<file path="src/rtl/pool_if_rx_if.sv">
// Pool-output receive bus: data and flag val/rdy inbound streams plus the typed outbound burst port.
// slave = pool_if_rx side, master = pool output buffer and global-interface sink side.
interface pool_if_rx_if #(parameter int PORT_WIDTH = 128);
    logic                  IFPOOL_rdy;
    logic                  POOLIF_val;
    logic [PORT_WIDTH-1:0] POOLIF_data;
    logic                  IFPOOL_flg_rdy;
    logic                  POOLIF_flg_val;
    logic [PORT_WIDTH-1:0] POOLIF_flg_data;
    logic                  IFOUT_val;
    logic                  IFOUT_rdy;
    logic [PORT_WIDTH-1:0] IFOUT_data;
    logic                  IFOUT_type;
    logic                  IFOUT_last;
    logic                  IFOUT_pad;

    modport master (
        output POOLIF_val, POOLIF_data, POOLIF_flg_val, POOLIF_flg_data, IFOUT_rdy,
        input  IFPOOL_rdy, IFPOOL_flg_rdy, IFOUT_val, IFOUT_data, IFOUT_type, IFOUT_last, IFOUT_pad
    );
    modport slave (
        input  POOLIF_val, POOLIF_data, POOLIF_flg_val, POOLIF_flg_data, IFOUT_rdy,
        output IFPOOL_rdy, IFPOOL_flg_rdy, IFOUT_val, IFOUT_data, IFOUT_type, IFOUT_last, IFOUT_pad
    );
endinterface

</file>
<file path="src/rtl/pool_if_rx.sv">
// Pool-output receiver: data/flag FIFOs merged into typed BURST_LEN bursts, zero-padded on layer flush; POOL_IF_RX_STAT_EN adds word counters.
// Latency: first outbound word 2 cycles after inbound accept, then one word per cycle.
// Backpressure: outputs hold while IFOUT_rdy is low; inbound rdy drops with one FIFO entry of skid left.
module pool_if_rx_fifo #(
    parameter int W     = 128,
    parameter int DEPTH = 4,
    parameter int CNTW  = $clog2(DEPTH) + 1
) (
    input  logic            clk,
    input  logic            rst,
    input  logic            push,
    input  logic [W-1:0]    wdat,
    input  logic            pop,
    output logic [W-1:0]    rdat,
    output logic [CNTW-1:0] cnt
);
    localparam int AW = $clog2(DEPTH);

    logic [W-1:0]  mem [DEPTH];
    logic [AW-1:0] wr_ptr;
    logic [AW-1:0] rd_ptr;

    assign rdat = mem[rd_ptr];

    always_ff @(posedge clk) begin
        if (push) mem[wr_ptr] <= wdat;
    end

    always_ff @(posedge clk) begin
        if (rst) begin
            wr_ptr <= '0;
            rd_ptr <= '0;
            cnt    <= '0;
        end else begin
            if (push) wr_ptr <= wr_ptr + 1'b1;
            if (pop)  rd_ptr <= rd_ptr + 1'b1;
            case ({push, pop})
                2'b10:   cnt <= cnt + 1'b1;
                2'b01:   cnt <= cnt - 1'b1;
                default: cnt <= cnt;
            endcase
        end
    end

    assert property (@(posedge clk) disable iff (rst) !(push && !pop && cnt == CNTW'(DEPTH)));
    assert property (@(posedge clk) disable iff (rst) !(pop && cnt == '0));
endmodule

module pool_if_rx #(
    parameter int PORT_WIDTH = 128,
    parameter int FIFO_DEPTH = 4,
    parameter int BURST_LEN  = 64
) (
    input  logic        clk,
    input  logic        rst,
    input  logic        layer_end,
    output logic        layer_done,
`ifdef POOL_IF_RX_STAT_EN
    output logic [15:0] stat_dat_cnt,
    output logic [15:0] stat_flg_cnt,
    output logic [15:0] stat_pad_cnt,
`endif
    pool_if_rx_if.slave bus
);
    localparam int CW   = $clog2(BURST_LEN);
    localparam int CNTW = $clog2(FIFO_DEPTH) + 1;

    typedef enum logic [2:0] {S_IDLE, S_DAT, S_FLG, S_PAD, S_DONE} state_t;

    state_t                state;
    logic [CW-1:0]         word_cnt;
    logic                  rr;          // 0 = data burst next on a tie
    logic                  end_lat;
    logic                  out_vld, out_type, out_last, out_pad;
    logic [PORT_WIDTH-1:0] out_dat;
    logic [PORT_WIDTH-1:0] dat_head, flg_head, ld_dat;
    logic [CNTW-1:0]       dat_cnt, flg_cnt;
    logic                  dat_pop, flg_pop, ld, ld_type, ld_pad;
    logic                  dat_ne, flg_ne, load_ok, xfer, last_word;

    // Upstream commits a word one cycle after seeing rdy, so a presented word is always taken.
    pool_if_rx_fifo #(.W(PORT_WIDTH), .DEPTH(FIFO_DEPTH), .CNTW(CNTW)) u_dat_fifo (
        .clk(clk), .rst(rst), .push(bus.POOLIF_val), .wdat(bus.POOLIF_data),
        .pop(dat_pop), .rdat(dat_head), .cnt(dat_cnt)
    );
    pool_if_rx_fifo #(.W(PORT_WIDTH), .DEPTH(FIFO_DEPTH), .CNTW(CNTW)) u_flg_fifo (
        .clk(clk), .rst(rst), .push(bus.POOLIF_flg_val), .wdat(bus.POOLIF_flg_data),
        .pop(flg_pop), .rdat(flg_head), .cnt(flg_cnt)
    );

    assign bus.IFPOOL_rdy     = !rst && (dat_cnt <= CNTW'(FIFO_DEPTH - 2));
    assign bus.IFPOOL_flg_rdy = !rst && (flg_cnt <= CNTW'(FIFO_DEPTH - 2));
    assign bus.IFOUT_val      = out_vld;
    assign bus.IFOUT_data     = out_dat;
    assign bus.IFOUT_type     = out_type;
    assign bus.IFOUT_last     = out_last;
    assign bus.IFOUT_pad      = out_pad;

    assign dat_ne    = (dat_cnt != '0);
    assign flg_ne    = (flg_cnt != '0);
    assign xfer      = out_vld && bus.IFOUT_rdy;
    assign load_ok   = !out_vld || bus.IFOUT_rdy;
    assign last_word = (word_cnt == CW'(BURST_LEN - 1));

    always_comb begin
        dat_pop = 1'b0;
        flg_pop = 1'b0;
        if (load_ok) begin
            case (state)
                S_IDLE: begin
                    dat_pop = dat_ne && (!flg_ne || !rr);
                    flg_pop = flg_ne && (!dat_ne || rr);
                end
                S_DAT:   dat_pop = dat_ne;
                S_FLG:   flg_pop = flg_ne;
                default: ;
            endcase
        end
        ld      = dat_pop || flg_pop || (state == S_PAD && load_ok);
        ld_pad  = (state == S_PAD);
        ld_type = flg_pop || (ld_pad && out_type);
        ld_dat  = dat_pop ? dat_head : (flg_pop ? flg_head : '0);
    end

    // word_cnt counts words loaded into the output register within the current burst.
    always_ff @(posedge clk) begin
        if (rst) begin
            state      <= S_IDLE;
            word_cnt   <= '0;
            rr         <= 1'b0;
            end_lat    <= 1'b0;
            layer_done <= 1'b0;
            out_vld    <= 1'b0;
            out_dat    <= '0;
            out_type   <= 1'b0;
            out_last   <= 1'b0;
            out_pad    <= 1'b0;
        end else begin
            layer_done <= 1'b0;
            if (layer_end)             end_lat <= 1'b1;
            else if (state == S_DONE)  end_lat <= 1'b0;

            if (ld) begin
                out_vld  <= 1'b1;
                out_dat  <= ld_dat;
                out_type <= ld_type;
                out_pad  <= ld_pad;
                out_last <= last_word;
                word_cnt <= last_word ? '0 : word_cnt + 1'b1;
                if (last_word) rr <= ~rr;
            end else if (xfer) begin
                out_vld <= 1'b0;
            end

            case (state)
                S_IDLE: begin
                    if (dat_pop)      state <= last_word ? S_IDLE : S_DAT;
                    else if (flg_pop) state <= last_word ? S_IDLE : S_FLG;
                    else if (end_lat && !dat_ne && !flg_ne && load_ok) begin
                        state      <= S_DONE;
                        layer_done <= 1'b1;
                    end
                end
                S_DAT: begin
                    if (ld && last_word)         state <= S_IDLE;
                    else if (!dat_ne && end_lat) state <= S_PAD;
                end
                S_FLG: begin
                    if (ld && last_word)         state <= S_IDLE;
                    else if (!flg_ne && end_lat) state <= S_PAD;
                end
                S_PAD:   if (ld && last_word) state <= S_IDLE;
                S_DONE:  state <= S_IDLE;
                default: state <= S_IDLE;
            endcase
        end
    end

`ifdef POOL_IF_RX_STAT_EN
    always_ff @(posedge clk) begin
        if (rst || layer_done) begin
            stat_dat_cnt <= '0;
            stat_flg_cnt <= '0;
            stat_pad_cnt <= '0;
        end else if (xfer) begin
            if (out_pad) begin
                if (stat_pad_cnt != 16'hFFFF) stat_pad_cnt <= stat_pad_cnt + 16'd1;
            end else if (out_type) begin
                if (stat_flg_cnt != 16'hFFFF) stat_flg_cnt <= stat_flg_cnt + 16'd1;
            end else begin
                if (stat_dat_cnt != 16'hFFFF) stat_dat_cnt <= stat_dat_cnt + 16'd1;
            end
        end
    end
`endif
endmodule

</file>
<file path="src/flat_wrapper.sv">
// flat-port wrapper written by rule: the top's interface ports become plain ports
module pool_if_rx_flat 
#(
    parameter int PORT_WIDTH = 128,
    parameter int FIFO_DEPTH = 4,
    parameter int BURST_LEN  = 64
)
  (clk, rst, layer_end, layer_done, bus_POOLIF_val, bus_POOLIF_data, bus_POOLIF_flg_val, bus_POOLIF_flg_data, bus_IFOUT_rdy, bus_IFPOOL_rdy, bus_IFPOOL_flg_rdy, bus_IFOUT_val, bus_IFOUT_data, bus_IFOUT_type, bus_IFOUT_last, bus_IFOUT_pad);
  pool_if_rx_if #(.PORT_WIDTH(PORT_WIDTH)) bus_i ();
  input  logic clk;
  input  logic rst;
  input  logic layer_end;
  output logic layer_done;
  input wire logic [$bits(bus_i.POOLIF_val)-1:0] bus_POOLIF_val;
  input wire logic [$bits(bus_i.POOLIF_data)-1:0] bus_POOLIF_data;
  input wire logic [$bits(bus_i.POOLIF_flg_val)-1:0] bus_POOLIF_flg_val;
  input wire logic [$bits(bus_i.POOLIF_flg_data)-1:0] bus_POOLIF_flg_data;
  input wire logic [$bits(bus_i.IFOUT_rdy)-1:0] bus_IFOUT_rdy;
  output wire logic [$bits(bus_i.IFPOOL_rdy)-1:0] bus_IFPOOL_rdy;
  output wire logic [$bits(bus_i.IFPOOL_flg_rdy)-1:0] bus_IFPOOL_flg_rdy;
  output wire logic [$bits(bus_i.IFOUT_val)-1:0] bus_IFOUT_val;
  output wire logic [$bits(bus_i.IFOUT_data)-1:0] bus_IFOUT_data;
  output wire logic [$bits(bus_i.IFOUT_type)-1:0] bus_IFOUT_type;
  output wire logic [$bits(bus_i.IFOUT_last)-1:0] bus_IFOUT_last;
  output wire logic [$bits(bus_i.IFOUT_pad)-1:0] bus_IFOUT_pad;
  assign bus_i.POOLIF_val = bus_POOLIF_val;
  assign bus_i.POOLIF_data = bus_POOLIF_data;
  assign bus_i.POOLIF_flg_val = bus_POOLIF_flg_val;
  assign bus_i.POOLIF_flg_data = bus_POOLIF_flg_data;
  assign bus_i.IFOUT_rdy = bus_IFOUT_rdy;
  assign bus_IFPOOL_rdy = bus_i.IFPOOL_rdy;
  assign bus_IFPOOL_flg_rdy = bus_i.IFPOOL_flg_rdy;
  assign bus_IFOUT_val = bus_i.IFOUT_val;
  assign bus_IFOUT_data = bus_i.IFOUT_data;
  assign bus_IFOUT_type = bus_i.IFOUT_type;
  assign bus_IFOUT_last = bus_i.IFOUT_last;
  assign bus_IFOUT_pad = bus_i.IFOUT_pad;
  pool_if_rx #(.PORT_WIDTH(PORT_WIDTH), .FIFO_DEPTH(FIFO_DEPTH), .BURST_LEN(BURST_LEN)) u_core (.clk(clk), .rst(rst), .layer_end(layer_end), .layer_done(layer_done), .bus(bus_i));
endmodule
</file>
<file path="config.mk">
export PLATFORM = sky130hd
export DESIGN_NAME = pool_if_rx_flat
export DESIGN_NICKNAME = d
export VERILOG_FILES = /design/src/rtl/pool_if_rx_if.sv /design/src/rtl/pool_if_rx.sv /design/src/flat_wrapper.sv
export SDC_FILE = /design/constraint.sdc
export NUM_CORES = 1
export LEC_CHECK = 0
export CORE_ASPECT_RATIO = 1.75
export CORE_UTILIZATION = 44
export DETAILED_ROUTE_END_ITERATION = 8
export MAX_ROUTING_LAYER = met4
export SLEW_MARGIN = 30
export SYNTH_ARGS = -nofsm -noshare
export SYNTH_HDL_FRONTEND = slang
export SYNTH_HIERARCHICAL = 1
export SYNTH_SLANG_ARGS = --single-unit
</file>
<file path="constraint.sdc">
create_clock -name clk -period 10.27 [get_ports clk]
set_input_delay 3.081 -clock clk [delete_from_list [all_inputs] [get_ports clk]]
set_output_delay 3.081 -clock clk [all_outputs]
set_load 0.01 [all_outputs]
</file>
Word level (Yosys, flattened, before mapping)
Memories as Yosys holds them, arrays and structs flattened. A register that Yosys moved wholly into a read port is not among the register bits.
Cells that the tools add are included.
{ "classes": {"n_eq_ne": 13, "muxes": 33, "order_cmp": 2, "reduce_logical": 33, "add_sub_neg": 9, "bitwise_logic": 2} }
{ "op_table": {"columns": ["op", "n"], "rows": [
  ["two-way mux 128 bit", 2],
  ["two-way mux 3 bit", 8],
  ["logical AND 1 bit", 12],
  ["two-way mux 1 bit", 12],
  ["one-hot mux 3 bit (2 select lines)", 2],
  ["one-hot mux 3 bit (4 select lines)", 1],
  ["two-way mux 2 bit", 5],
  ["adder 2 x 1 -> 2 bit, second input constant", 4],
  ["nonzero test 2 bit", 4],
  ["adder 3 x 1 -> 3 bit, second input constant", 2],
  ["adder 6 x 1 -> 6 bit, second input constant", 1],
  ["== test 3 x 2 -> 1 bit, second input constant", 2],
  ["== test 6 bit, second input constant", 1],
  ["<= comparator 3 x 2 -> 1 bit, second input constant", 2],
  ["logical OR 1 bit", 6],
  ["two-way mux 6 bit", 1],
  ["!= test 3 x 1 -> 1 bit, second input constant", 2],
  ["nonzero test 3 bit", 2],
  ["subtractor 3 x 1 -> 3 bit, second input constant", 2],
  ["zero test 1 bit", 5],
  ["== test 2 x 1 -> 1 bit, second input constant", 2],
  ["== test 2 bit, second input constant", 2],
  ["!= test 4 x 3 -> 1 bit, second input constant", 1],
  ["one-hot mux 1 bit (2 select lines)", 2],
  ["other kinds (8)", 9]
]} }
{ "word_totals": {"ramBits": 1024, "memories": 2, "input_bits": 262, "reg_bits": 158, "elab_cells": 110} }
{ "mem_list": {"columns": ["memory", "depth", "word_bits", "read_ports", "rd_ports_with_merged_regs", "wr", "line_no", "rtl"], "rows": [
  ["u_core.u_dat_fifo.mem", 4, 128, 1, 1, 1, "pool_if_rx.sv:19", "logic [W-1:0] mem [DEPTH];"],
  ["u_core.u_flg_fifo.mem", 4, 128, 1, 1, 1, "pool_if_rx.sv:19", null]
]} }

Logic depth before layout (Yosys ltp)
{ "logic_depth": {"depth_word": 11, "ltp_mapped": 13, "ltp_nobuf": 11} }

By module
The synthesis kept the hierarchy.
{ "modules_own_cells": {"columns": ["module", "cells_each", "n_inst", "area_each_um2", "seq_area_each_um2"], "rows": [
  ["pool_if_rx_fifo", 713, 2, 18994.5, 15554.9],
  ["pool_if_rx", 819, 1, 6498.7, 2882.8]
]} }

Least setup slack after synthesis
Ideal clock, no wire load.
{ "synth_timing": {"path_type": "input port to output port", "from": "input rst", "to": "output bus_IFPOOL_flg_rdy", "cell_stages": 4, "path_buffers": 3, "arrival_time_ns": 3.989, "path_slack_ns": 3.200, "path_cell_list": "clkbuf_1 -> clkbuf_1 -> clkbuf_1 -> a211oi_1"} }
{ "synth_between": {"elab_chain_len": 2} }
{ "synth_lines": {"columns": ["item", "line_no", "rtl"], "rows": [
  ["from (decl)", "flat_wrapper.sv:11", "input logic rst;"],
  ["zero test 1 bit", "pool_if_rx.sv:92", "assign bus.IFPOOL_flg_rdy = !rst && (flg_cnt <= CNTW'(FIFO_DEPTH - 2));"],
  ["logical AND 1 bit", "pool_if_rx.sv:92", null],
  ["to (decl)", "flat_wrapper.sv:20", "output wire logic [$bits(bus_i.IFPOOL_flg_rdy)-1:0] bus_IFPOOL_flg_rdy;"]
]} }
No other way between the ends.

Worst setup path after layout
Same ends and word-level chain as after synthesis.

==> reports/results.txt <==
The run finished with clean final reports. The cell area that synthesis handed to floorplanning was 44490 um2. The initial antenna violation count was 27. The run gives 76.41% as the register area share after synthesis.

The multiplexer share of the synthesized area was 13.04%; the number of setup violations in the final report was 0. Summing the areas of all compound-gate instances in the mapped netlist gives 3.001% of the synthesized area. The count of final max-slew check failures was 0. The largest stage delay on the critical path was 0.68 ns. The run gives 0 as the aggregate global routing overflow. Prior to clock tree synthesis, the placed netlist has a worst setup slack of 2.723 ns.

The worst setup path is of the input pin to primary output kind. The count of non-filler cells in the finished layout was 4087; the number of global-route vias before repair was 24850. Derived from the worst setup path, the maximum achievable clock frequency is 0.1331 GHz. The total of fill cells in the finished design was 7933.

The tools report the total number of placement rows as 154. Across all hold checks on the routed design, the worst slack comes to 0.4655 ns. The most used flip-flop cell after synthesis was edfxtp_1. Setup repair after global routing left no endpoint under its margin. The analysis attributes to cell leakage a power of 16.71 nW. Routability-driven placement finished with a final weighted congestion of 0.7732.

Data on the critical path arrives at its endpoint at 4.43 ns. Clock skew on the completed layout was measured at 0.02589 ns. Global routing used 22.07% of the available tracks across all layers.

The number of setup buffers added after CTS is 0. In the layout the commonest cells are edfxtp_1, clkdlybuf4s50_1, mux4_2, nor2_1, dfxtp_1. The most common cell after layout, fill and taps aside was edfxtp_1. The synthesized design contains 1024 enable-type register cells.

Post-synthesis share of cell area spent on full adders, half adders and majority gates: 0.3994%. After detailed placement, the design holds a cell count of 3854. Along the worst path, the maximum fanout reaches 97.

The run gives 2520 as the synthesized netlist net count. The tools report the final cell utilization of the core as 53.00%. The first global-routing pass estimated 161300 um of wire. In this run the power density over the cells is 248.4 nW/um2. The clock buffer count from CTS came out at 104. Headroom to the max-slew limit came out at 31.46%. The number of gates resized after CTS was 0.

In this run the number of H-tree levels came out at 3. The floorplan step set the die width to 242.4 um. At the end of the flow, the number of nets in the layout was 2913. Post-route cell area: 53210 um2. The logs give 0 for the count of maximum capacitance violations and 0 for the count of endpoints failing hold in the final timing report.

After detailed routing, the number of remaining DRC violations is 0. After layout, the worst setup slack is 2.756 ns. For the sum of net half-perimeters after detailed placement, the log shows 62370 um. Mean instance size in the synthesized netlist: 19.82 um2. Maximum root-to-sink buffer count: 3. VDD sags by at most 0.2820 mV. TritonCTS built the clock tree.

Once placement finished, the instance area stood at 49470 um2. The worst setup path is launched from an input pin. Dividing the detail-routed wire length by the instance count gives 26.58 um.

The gate count after technology mapping was 2245. Summing internal, switching and leakage power gives 13.22 mW. The clock insertion delay at the later pin of the skew report came out at 0.71 ns. The min-delay analysis places its worst path in the category register to register. Port buffering added 396 buffers. After detailed routing, the number of vias per cell comes to 5.611. In this run, distinct cell masters in the synthesized netlist total 45.

After Yosys synthesis, and, or, nand and nor cells account for 4.447% of the synthesized area. After layout, the worst path uses 73.17% of the clock period. In this run, synthesis produced a sequential element count of 1186. Yosys printed 6 warnings.

The signal on the critical path passes through buf_6, a211oi_1, clkdlybuf4s50_1. The main combinational cell family by area after synthesis was multiplexers. For the starting density of the core, the log shows 44.32%. Clock tree synthesis selected as its root buffer the cell clkbuf_16. Entering global routing, the biggest net connects 146 pins.

Summing over every cut layer, the via total after detailed routing is 22930. The die covers 102400 um2. Chip height: 422.6 um. The setup TNS is 0 ns. The boundary pin count came out at 397.

Counting flops with an async set or reset pin after synthesis yields a share of 0%. The most critical setup path has its startpoint at rst. The tools report the kind of capture point of the worst setup path as a primary output. The count of nets left with antenna violations once routing finished came out at 0.

Slowest stage cell on the critical path: buf_6. The post-route netlist has 18.10% of its cells at a drive strength greater than 1. The tools report the core area as 100400 um2. Compared with the post-synthesis result, the final layout area differs by 19.60%.

The CTS sink count is 1186. The tools report the data required time of the critical path as 7.19 ns. The tools report the total detailed-routing wirelength as 108600 um.

In this run the most critical hold path is launched from u_core/bus.IFOUT_last$_SDFFE_PP0P_. Final period demand of the worst path: 7.514 ns. The transition at the pin with the smallest max-transition slack works out to 1.028 ns. The number of DRC markers in iteration 0 is 1535, and the fraction of synthesized cell area in xor and xnor cells is 0.2559%.

The first-pass iteration count of the detailed router is 7, and the CTS clock-pin slew for the worst setup and hold paths is 0.06 ns. The quantity of hold-fixing buffers added after cts was 0.
==> sequential cells by signal (all words and copies together) (netlist names), 2 cells and up, named ones only <==
name,flops
u_core/u_dat_fifo/cnt,3
u_core/u_dat_fifo/rd_ptr,2
u_core/u_flg_fifo/wr_ptr,2
u_core/state,3
u_core/u_flg_fifo/mem,512
u_core/u_dat_fifo/mem,512
u_core/word_cnt,6
u_core/u_flg_fifo/cnt,3
u_core/bus.IFOUT_data,128
u_core/u_dat_fifo/wr_ptr,2
u_core/u_flg_fifo/rd_ptr,2
==> cells by family (layout without fill, tap and decap cells) <==
| kind of cell | Yosys count | in the layout |
|---|---|---|
| compound gates | 157 | 157 |
| xor+xnor | 13 | 13 |
| fa+ha+maj | 13 | 13 |
| buf+inv | 160 | 645 |
| flops | 1186 | 1186 |
| mux | 259 | 259 |
| other cells | 0 | 31 |
| simple gates | 457 | 457 |
==> layer usage <==
metal  wire [um]  global-route usage [%]  vias up  share of wire (%)
li1            -                       -     9954                  -
met4        2669                   7.078        0                2.5
met2       57840                   38.51      795                 53
met5           0                       -        -                  0
met1       40270                   24.94    12050                 37
met3        7874                   5.095      131                7.2
==> layout make-up <==
class | count | area, um2 | share of cell area (%)
Antenna cell | 31 | 77.57 | 0.1458
Clock buffer | 140 | 2940 | 5.526
Clock inverter | 58 | 619.3 | 1.164
Inverter | 15 | 61.31 | 0.1152
Multi-Input combinational cell | 899 | 9459 | 17.78
Sequential cell | 1186 | 34010 | 63.91
Tap cell | 1326 | 1659 | 3.118
Timing Repair Buffer | 432 | 4384 | 8.240
==> final timing paths <==
kind / to / slack (ns) / depth (start not counted)
max: bus_IFPOOL_flg_rdy / 2.76 / 3
min reg2reg: u_core/bus.IFOUT_last$_SDFFE_PP0P_ / 0.47 / 2
min: u_core/bus.IFOUT_last$_SDFFE_PP0P_ / 0.47 / 2
max reg2reg: u_core/bus.IFOUT_data[70]$_SDFFE_PP0P_ / 7.09 / 5
==> power by group <==
group	internal [mW]	leakage, nW	switching (mW)
clock network	2.28	1.75	1.75
logic	1.43	4.21	1.86
registers	5.66	10.7	0.246
total	9.36	16.7	3.86
==> cell usage after synthesis (2+ instances only) <==
master	count	area, um2
xnor2_1	4	35.03
mux2i_1	2	20.02
nand3_1	131	655.6
and2b_2	2	17.52
buf_1	5	18.77
inv_1	15	56.30
edfxtp_1	1024	30750
a211oi_1	4	30.03
buf_2	62	310.3
nor4_1	2	12.51
mux4_2	256	5766
nand2_1	139	521.8
dfxtp_1	162	3243
nand4_1	2	12.51
buf_4	7	52.55
ha_1	11	137.6
nor2_1	161	604.3
xor2_1	9	78.83
or3_1	2	12.51
buf_12	20	400.4
a311oi_1	129	1130
buf_6	8	90.09
clkbuf_1	43	161.4
and2_1	8	50.05
a21oi_1	11	55.05
o21ai_0	5	25.02
nor3_1	2	10.01
fa_1	2	40.04
==> critical path: cells and delay by family <==
kind | cells | cell delay (ns)
buffers and inverters | 2 | 1.21
AOI/OAI and AO/OA | 1 | 0.12
Power figures use the tool's default switching activity.
